### src/rtl/rgmii_pkg.sv
// Shared types and constants for the RGMII receive path.
package rgmii_pkg;
  typedef enum logic [1:0] {IDLE, PREAMBLE, DATA, DROP} rx_state_e;

  localparam logic [7:0] PREAMBLE_BYTE = 8'h55;
  localparam logic [7:0] SFD_BYTE      = 8'hD5;

  typedef logic [15:0] byte_cnt_t;

  typedef struct packed {
    logic       dv;
    logic       er;
    logic [7:0] data;
  } rx_beat_t;

  // rise/fall are {ctl, nibble} pairs from the DDR capture.
  function automatic rx_beat_t beat_from_ddr(input logic [4:0] rise, input logic [4:0] fall);
    rx_beat_t b;
    b.dv   = rise[4];
    b.er   = rise[4] ^ fall[4];
    b.data = {fall[3:0], rise[3:0]};
    return b;
  endfunction
endpackage

### src/rtl/iddr_wrapper.sv
// DDR input capture, same-edge-pipelined: Q1 (rising sample) and Q2 (falling
// sample) update together on the rising edge after the pair was sampled.
// SIMULATION selects a behavioural model; otherwise a per-bit fabric mapping.
module iddr_wrapper #(
  parameter int    WIDTH        = 5,
  parameter string DDR_CLK_EDGE = "SAME_EDGE_PIPELINED"
) (
  input  logic             clk_i,
  input  logic             rst_n_i,
  input  logic [WIDTH-1:0] d_i,
  output logic [WIDTH-1:0] q1_o,
  output logic [WIDTH-1:0] q2_o
);
  if (DDR_CLK_EDGE != "SAME_EDGE_PIPELINED") begin : g_bad_edge
    $error("iddr_wrapper: unsupported DDR_CLK_EDGE");
  end

`ifdef SIMULATION
  logic [WIDTH-1:0] rise_q, fall_q;

  always_ff @(posedge clk_i or negedge rst_n_i)
    if (!rst_n_i) rise_q <= '0;
    else          rise_q <= d_i;

  always_ff @(negedge clk_i or negedge rst_n_i)
    if (!rst_n_i) fall_q <= '0;
    else          fall_q <= d_i;

  always_ff @(posedge clk_i or negedge rst_n_i)
    if (!rst_n_i) begin
      q1_o <= '0;
      q2_o <= '0;
    end else begin
      q1_o <= rise_q;
      q2_o <= fall_q;
    end
`else
  for (genvar i = 0; i < WIDTH; i++) begin : g_bit
    logic r_q, f_q, q1_q, q2_q;

    always_ff @(posedge clk_i or negedge rst_n_i)
      if (!rst_n_i) begin
        r_q  <= 1'b0;
        q1_q <= 1'b0;
        q2_q <= 1'b0;
      end else begin
        r_q  <= d_i[i];
        q1_q <= r_q;
        q2_q <= f_q;
      end

    always_ff @(negedge clk_i or negedge rst_n_i)
      if (!rst_n_i) f_q <= 1'b0;
      else          f_q <= d_i[i];

    assign q1_o[i] = q1_q;
    assign q2_o[i] = q2_q;
  end
`endif
endmodule

### src/rtl/rgmii_rx.sv
// RGMII receiver: DDR capture, preamble/SFD strip, frame delimiting with error flag.
// Define RGMII_RX_STATS_EN to add frame_count/error_count outputs.
module rgmii_rx
  import rgmii_pkg::*;
#(
  parameter int    MAX_FRAME_BYTES = 1522,
  parameter string DDR_CLK_EDGE    = "SAME_EDGE_PIPELINED"
) (
  input  logic        clock,
  input  logic        reset_n,
  input  logic [3:0]  rgmii_rxd,
  input  logic        rgmii_rx_ctl,
  output logic [7:0]  m_data,
  output logic        m_valid,
  output logic        m_last,
  output logic        m_user
`ifdef RGMII_RX_STATS_EN
  ,
  output logic [31:0] frame_count,
  output logic [31:0] error_count
`endif
);
  localparam byte_cnt_t MAX_CNT = byte_cnt_t'(MAX_FRAME_BYTES);

  logic [4:0] q1, q2;
  rx_beat_t   cap, hold_q;
  rx_state_e  state_q, state_d;
  byte_cnt_t  cnt_q, cnt_d;
  logic       err_q, err_d;
  logic [7:0] data_q, data_d;
  logic       valid_q, valid_d, last_q, last_d, user_q, user_d;

  iddr_wrapper #(.WIDTH(5), .DDR_CLK_EDGE(DDR_CLK_EDGE)) u_iddr (
    .clk_i  (clock),
    .rst_n_i(reset_n),
    .d_i    ({rgmii_rx_ctl, rgmii_rxd}),
    .q1_o   (q1),
    .q2_o   (q2)
  );

  assign cap = beat_from_ddr(q1, q2);

  // FSM acts on the hold stage; cap is one byte ahead and tells us whether dv ends.
  always_comb begin
    state_d = state_q;
    cnt_d   = cnt_q;
    err_d   = err_q;
    data_d  = '0;
    valid_d = 1'b0;
    last_d  = 1'b0;
    user_d  = 1'b0;
    unique case (state_q)
      IDLE: if (hold_q.dv) begin
        if (hold_q.data == PREAMBLE_BYTE) state_d = PREAMBLE;
        else if (hold_q.data == SFD_BYTE) begin
          state_d = DATA;
          cnt_d   = '0;
          err_d   = 1'b0;
        end else state_d = DROP;
      end
      PREAMBLE: begin
        if (!hold_q.dv) state_d = IDLE;
        else if (hold_q.er) state_d = DROP;
        else if (hold_q.data == PREAMBLE_BYTE) state_d = PREAMBLE;
        else if (hold_q.data == SFD_BYTE) begin
          state_d = DATA;
          cnt_d   = '0;
          err_d   = 1'b0;
        end else state_d = DROP;
      end
      DATA: begin
        if (!hold_q.dv) state_d = IDLE;
        else begin
          valid_d = 1'b1;
          data_d  = hold_q.data;
          err_d   = err_q | hold_q.er;
          if (cnt_q != '1) cnt_d = cnt_q + 16'd1;
          if (!cap.dv) begin
            last_d  = 1'b1;
            user_d  = err_q | hold_q.er;
            state_d = IDLE;
          end else if (cnt_d == MAX_CNT) begin
            last_d  = 1'b1;
            user_d  = 1'b1;
            state_d = DROP;
          end
        end
      end
      DROP: if (!hold_q.dv) state_d = IDLE;
      default: state_d = IDLE;
    endcase
  end

  always_ff @(posedge clock or negedge reset_n) begin
    if (!reset_n) begin
      hold_q  <= '0;
      state_q <= IDLE;
      cnt_q   <= '0;
      err_q   <= 1'b0;
      data_q  <= '0;
      valid_q <= 1'b0;
      last_q  <= 1'b0;
      user_q  <= 1'b0;
    end else begin
      hold_q  <= cap;
      state_q <= state_d;
      cnt_q   <= cnt_d;
      err_q   <= err_d;
      data_q  <= data_d;
      valid_q <= valid_d;
      last_q  <= last_d;
      user_q  <= user_d;
    end
  end

  assign m_data  = data_q;
  assign m_valid = valid_q;
  assign m_last  = last_q;
  assign m_user  = user_q;

`ifdef RGMII_RX_STATS_EN
  logic [31:0] frame_cnt_q, err_cnt_q;
  logic        drop_evt;

  assign drop_evt = (state_d == DROP) && (state_q == IDLE || state_q == PREAMBLE);

  always_ff @(posedge clock or negedge reset_n) begin
    if (!reset_n) begin
      frame_cnt_q <= '0;
      err_cnt_q   <= '0;
    end else begin
      if (valid_d && last_d && !user_d) frame_cnt_q <= frame_cnt_q + 32'd1;
      if ((valid_d && last_d && user_d) || drop_evt) err_cnt_q <= err_cnt_q + 32'd1;
    end
  end

  assign frame_count = frame_cnt_q;
  assign error_count = err_cnt_q;
`endif
endmodule

### config.mk
export PLATFORM = sky130hd
export DESIGN_NAME = rgmii_rx
export DESIGN_NICKNAME = d
export VERILOG_FILES = /design/src/rtl/rgmii_pkg.sv /design/src/rtl/iddr_wrapper.sv /design/src/rtl/rgmii_rx.sv
export SDC_FILE = /design/constraint.sdc
export NUM_CORES = 1
export LEC_CHECK = 0
export CELL_PAD_IN_SITES_DETAIL_PLACEMENT = 1
export CELL_PAD_IN_SITES_GLOBAL_PLACEMENT = 1
export CORE_MARGIN = 2
export CORE_UTILIZATION = 49
export CTS_CLUSTER_SIZE = 25
export DETAILED_ROUTE_END_ITERATION = 8
export GPL_TIMING_DRIVEN = 0
export PLACE_DENSITY = 0.89
export SLEW_MARGIN = 20
export SYNTH_ARGS = -nofsm -noshare
export SYNTH_HDL_FRONTEND = slang
export SYNTH_SLANG_ARGS = --single-unit
### constraint.sdc
create_clock -name clock -period 4.3 [get_ports clock]
set_input_delay 0.645 -clock clock [delete_from_list [all_inputs] [get_ports clock]]
set_output_delay 0.645 -clock clock [all_outputs]
set_load 0.01 [all_outputs]
==> results of run 1 <==
## stage by stage
stage          cells  worst slack [ns]  setup TNS [ns]
3_5_place_dp     303             0.829               0
2_1_floorplan    219              1.36               0
4_1_cts          319              1.16               0
5_1_grt          319              1.15               0
6_report         319              1.18               0
3_3_place_gp     303             -1.18           -5.91
## where the power goes
part | total (W) | internal, W | switching (W) | leakage (nW)
sequential | 0.000625 | 0.000597 | 0.0000278 | 0.757
clock | 0.000457 | 0.000238 | 0.000219 | 0.0884
combinational | 0.000117 | 0.0000477 | 0.0000693 | 0.411
## worst max-delay path by stage
| stage | from | to | slack [ns] |
|---|---|---|---|
| after floorplan | rgmii_rxd[0] | u_iddr.g_bit[0].f_q$_DFF_NN0_ | 1.36 |
| final | rgmii_rxd[1] | u_iddr.g_bit[1].f_q$_DFF_NN0_ | 1.18 |
| after detailed placement | rgmii_rxd[1] | u_iddr.g_bit[1].f_q$_DFF_NN0_ | 0.83 |
| after global routing | rgmii_rxd[1] | u_iddr.g_bit[1].f_q$_DFF_NN0_ | 1.15 |
| after global placement | reset_n | u_iddr.g_bit[4].f_q$_DFF_NN0_ | -1.18 |
| after CTS | rgmii_rxd[1] | u_iddr.g_bit[1].f_q$_DFF_NN0_ | 1.16 |
## per-layer routing
layer / part of all wire [%] / wire [um]
met1: 42 / 2490
met2: 50 / 3010
met3: 6.0 / 355
met4: 1.7 / 104
met5: 0 / 0
## synth_stat cells, drive strengths merged (2+ instances only)
master   n  area, um^2
a21oi   22         110
a22o     2        17.5
a31oi    6        37.5
a41oi    2        17.5
and2    10        62.6
and3     3        18.8
and4     3        27.5
buf      6        35.0
clkbuf   7        26.3
dfrtn    5         125
dfrtp   55        1380
inv      4        15.0
mux2i    2        20.0
nand2   11        41.3
nand3   10        50.1
nand4    9        68.8
nand4b   2        17.5
nor2    17        63.8
nor4     3        40.0
o21a     2        15.0
o21ai   13        65.1
o21bai   2        15.0
or3      2        12.5
xor2     3        26.3
## cells by family (layout without fill, tap and decap cells)
group,Yosys count,count (layout),synth area share (%)
buffers and inverters,17,50,3.10
AOI/OAI and AO/OA,57,57,14.1
xor gates and xnor gates,4,4,1.42
DFF,60,60,61.0
muxes,3,3,1.27
and+or+nand+nor,77,77,18.6
adders and majority gates,1,1,0.509
## layout make-up
cell class              instances  area share (%)
flip-flops and latches         60            51.9
multi-input cells             142            30.5
repair buffers                 17            5.80
clock buffers                  12            5.37
well taps                      67            2.90
plain buffers                  13            2.12
clock inverters                 4           0.865
inverters                       4           0.519
## state kept, by name, summed over array words and instances, names as in the netlist
register	count
cnt_q	16
err_q	1
hold_q	10
m_data	8
m_last	1
m_user	1
m_valid	1
state_q	2
u_iddr.g_bit.f_q	5
u_iddr.g_bit.q1_q	5
u_iddr.g_bit.q2_q	5
u_iddr.g_bit.r_q	5
==> metrics.txt, run 1 <==
status=finished, final reports clean; cell area reported after detailed placement=2710 um^2; proportion of layout cells with a drive suffix above 1=12.3%; Critical Path AT=1.11 ns; number of endpoints with negative hold slack in the final report=0; worst ir drop on vdd=0.283 mV; fraction of met3 tracks used by global routing=5.22%; setup repair after global routing missed its margin=no; CP bufs+invs=1; Via density=5.79; post-route cell area=2890 um^2; worst-case reg-to-reg path depth=0; Yosys reg bits=60; First-pass DRT Iterations=4; row count=25; utilization of the core after routing=60.4%; worst reg2reg setup slack=1.68 ns; number of instances on the worst hold path=0; CTS Buf Count=9; Cell Pwr Density=415 nW/um^2; number of global-route vias before repair=1889; grt met1 use=30.6%; type of destination of the critical path=flop; routed wirelength normalized by instance count=18.7 um; cell chain of the critical path=clkdlybuf4s50_1; total global routing overflow=0; synthesis-to-layout area growth=17.5%; Post-synth EDFFs=0; gr usage total=24.0%; Register Area=1500 um^2; vias=1846; Leakage=1.26 nW; nets@finish=255; Antenna diodes=0; starting utilization of the core area=51.4%; total of max-cap violations=0; clock transition at the registers of the reported paths=0.07 ns; multi-input combinational cell area=882 um^2; maximum clock skew at final layout=0.0144 ns; synthesis warning total=0; relative max-transition margin=51.9%; antenna violations before repair=0; CP Depth=1; worst-case clock buffer depth=2; total of endpoints with negative setup slack in the final report=0; wire length of the first global-routing pass=9630 um; clk sinks=60; most frequent standard cell in the layout excluding fill and tap cells=dfrtp_1; H-tree level count=3; delay of the slowest cell on the worst path=0.46 ns; I/O Pins=18; primary flip-flop cell chosen by synthesis mapping=dfrtp_1; CP Launch Type=input pin; cell count after synthesis=219; Die Footprint=5600 um^2; placeable core area=4790 um^2; post-synthesis cell type count=47; Hold WS=0.344 ns; clock latency reported for the late side of the worst-skew pair=0.34 ns; PostCTS Resize Cnt=0; worst reg2reg startpoint=u_iddr.g_bit[1].f_q$_DFF_NN0_; summed instance area of the synthesized netlist=2460 um^2; 1st-iter DRT viols=126; # Post-CTS Setup Buffers=0; Worst Hold Class=reg2reg; clock root buffer=clkbuf_8; Synth Net Count=227; DRC violation count after routing=0; worst-case hold path end point=hold_q[1]$_DFF_PN0_; filler instances=512; maximum number of pins on one net before global-route repair=61; detailed placer's ending HPWL=3950 um; fraction of registers with async set/reset=100%; slew at the pin closest to its max-slew limit=0.722 ns; wirelength, routed=5950 um; routability cong.=0.863; family of cells with the greatest summed delay on the critical path=buffers and inverters; worst r2r dst=u_iddr.g_bit[1].q2_q$_DFF_PN0_; top library cells by usage in the layout, fill and taps aside=dfrtp_1, a21oi_1, nor2_1; Slowest-stage cell, CP=clkdlybuf4s50_1; met2 Usage GRT=38.7%; worst min-delay path startpoint=u_iddr.g_bit[1].q1_q$_DFF_PN0_; mean instance size in the synthesized netlist=11.2 um^2; antenna-violating nets left=0; # port buffers=17; clock tree from TritonCTS=done; Crit Path Max Fanout=2; post-route total power=0.00120 W; data required time of the critical path=2.29 ns; width of the die=74.9 um; register area share after synthesis=61.0%; count of hold-fix buffers inserted at cts=0; critical setup path kind=in2reg; Die Ht=74.9 um; highest-utilization routing layer at the global route stage=met2; final slew viol count=0
No activity file was read; power rests on OpenSTA's default activity.
==> inputs of run 2 (changes only) <==
Settings changed: CORE_UTILIZATION 49 to 41, PLACE_DENSITY 0.89 to 0.8.
Clock period 4.3 ns to 2.6 ns, I/O delays scaled along.
==> metrics.txt, run 2 (synthesized netlist as in run 1, its figures left out) <==
I/O Pins=18; gr usage total=20.4%; worst-case reg-to-reg path depth=7; antenna violations before repair=0; cell count after placement=312; Hold WS=0.350 ns; worst reg2reg startpoint=cnt_q[1]$_DFFE_PN0P_; Critical Path AT=2.59 ns; CTS Buf Count=9; clock transition at the registers of the reported paths=0.07 ns; clock root buffer=clkbuf_8; starting utilization of the core area=42.0%; worst r2r dst=cnt_q[3]$_DFFE_PN0P_; Antenna diodes=0; worst-case clock buffer depth=2; nets@finish=257; DRC violation count after routing=0; CP Launch Type=flop; worst reg2reg setup slack=0.26 ns; total global routing overflow=0; top library cells by usage in the layout, fill and taps aside=dfrtp_1, a21oi_1, nor2_1; Cell Pwr Density=682 nW/um^2; final critical-path setup slack=0.260 ns; max FFs per register=16; minimum period implied by the final worst setup slack=2.34 ns; slew at the pin closest to its max-slew limit=0.555 ns; final slew viol count=0; maximum achievable frequency=427 MHz; setup slack at placement=0.291 ns; maximum clock skew at final layout=0.0126 ns; worst ir drop on vdd=0.386 mV; Internal Power=0.00145 W; PostCTS Resize Cnt=0; Worst Hold Class=reg2reg; final std cells w/o fill=329; number of endpoints with negative hold slack in the final report=0; detailed placer's ending HPWL=3890 um; critical setup path kind=reg2reg; Top reg by flops=cnt_q; number of instances on the worst hold path=0; width of the die=81.5 um; share of the cycle needed by the critical path after routing=90.0%; wirelength, routed=5650 um; 1st-iter DRT viols=112; Net Sw Frac=27.8%; switching power=0.000559 W; clock tree from TritonCTS=done; Leakage=1.28 nW; vias=1790; worst-case hold path end point=u_iddr.g_bit[2].q1_q$_DFF_PN0_; most frequent standard cell in the layout excluding fill and tap cells=dfrtp_1; synthesis-to-layout area growth=19.7%; worst min-delay path startpoint=u_iddr.g_bit[2].r_q$_DFF_PN0_; setup repair after global routing missed its margin=no; wire length of the first global-routing pass=9770 um; relative max-transition margin=63.0%; total of max-cap violations=0; Crit Path Max Fanout=8; Via density=5.44; maximum number of pins on one net before global-route repair=51; row count=28; number of global-route vias before repair=1955; First-pass DRT Iterations=4; placeable core area=5850 um^2; proportion of layout cells with a drive suffix above 1=13.0%; Die Footprint=6630 um^2; part of the power in combinational logic=9.8%; antenna-violating nets left=0; data required time of the critical path=2.85 ns; total of endpoints with negative setup slack in the final report=0; Die Ht=81.5 um; Seq pwr share=51.4%; # port buffers=17; clock latency reported for the late side of the worst-skew pair=0.34 ns; type of destination of the critical path=flop; clk sinks=60; routed wirelength normalized by instance count=17.2 um; H-tree level count=3; status=finished, final reports clean; routability cong.=0.882; Clock power frac=38.8%
-- run 2: cell types whose count changed in the layout (fill, tap and decap cells not counted) --
cell | previous run | this run
clkbuf_8 | 11 | 10
dlygate4sd3_1 | 0 | 1
clkinv_2 | 2 | 1
clkbuf_1 | 8 | 7
clkinvlp_4 | 2 | 1
buf_16 | 0 | 1
clkinv_4 | 0 | 2
inv_6 | 0 | 2
-- run 2: how the worst max path moves through the flow --
| stage | from | to | slack [ns] | cells after the start |
|---|---|---|---|---|
| after floorplan | cnt_q[1]$_DFFE_PN0P_ | m_last$_DFF_PN0_ | 0.71 | 7 |
| after global placement | reset_n | u_iddr.g_bit[3].f_q$_DFF_NN0_ | -1.87 | 1 |
| after detailed placement | cnt_q[1]$_DFFE_PN0P_ | m_last$_DFF_PN0_ | 0.29 | 7 |
| after CTS | cnt_q[1]$_DFFE_PN0P_ | cnt_q[3]$_DFFE_PN0P_ | 0.26 | 7 |
| after global routing | cnt_q[1]$_DFFE_PN0P_ | cnt_q[3]$_DFFE_PN0P_ | 0.03 | 7 |
| final | cnt_q[1]$_DFFE_PN0P_ | cnt_q[3]$_DFFE_PN0P_ | 0.26 | 7 |
-- run 2: metrics by stage --
step / power (W) / TNS, ns / instance area [um^2] / util [%]
detailed placement: 0.00124 / 0 / 2750 / 47.0
global placement: 0.00123 / -47.15 / 2720 / 46.6
finish: 0.00201 / 0 / 2940 / 50.3
CTS: 0.00203 / 0 / 2940 / 50.3
global route: 0.00211 / 0 / 2940 / 50.3
floorplan: 0.00115 / 0 / 2460 / -
-- run 2: area by class of cell --
cell class | count | area [um^2]
clock buffer | 10 | 138
buffer | 13 | 61.3
tap | 75 | 93.8
clock inverter | 6 | 47.5
fill | 634 | 2910
timing repair buffer | 19 | 205
multi-input combinational | 142 | 882
sequential | 60 | 1500
inverter | 4 | 15.0
-- run 2: timing repair --
| item | CTS | global route |
|---|---|---|
| setup buffers | 0 | 0 |
| endpoints found under the hold margin | 10 | 0 |
| hold buffers | 1 | 0 |
-- run 2: layer usage --
metal	wire length, um	vias up	track usage (%)	share of wire, %
li1	-	847	-	-
met1	2410	903	25.1	43
met2	2960	28	33.9	52
met3	141	12	3.85	2.5
met4	138	0	11.0	2.4
met5	0	-	0	0
-- run 2: worst max-delay path, cell delays in order, from the launching register on --
cell     delay (ns)
dfrtp_1        0.53
ha_1           0.35
and4_1         0.30
and3_1         0.26
nand3_1        0.29
a41oi_1        0.33
o21ai_0        0.10
o31ai_1        0.09
-- run 2: power by group through the flow --
stage | Clock, W | Sequential [W] | Combinational (W)
floorplan | 0 | 0.00104 | 0.000114
global placement | 0 | 0.00104 | 0.000183
detailed placement | 0 | 0.00105 | 0.000197
CTS | 0.000804 | 0.00103 | 0.000200
global route | 0.000844 | 0.00104 | 0.000226
finish | 0.000780 | 0.00103 | 0.000197
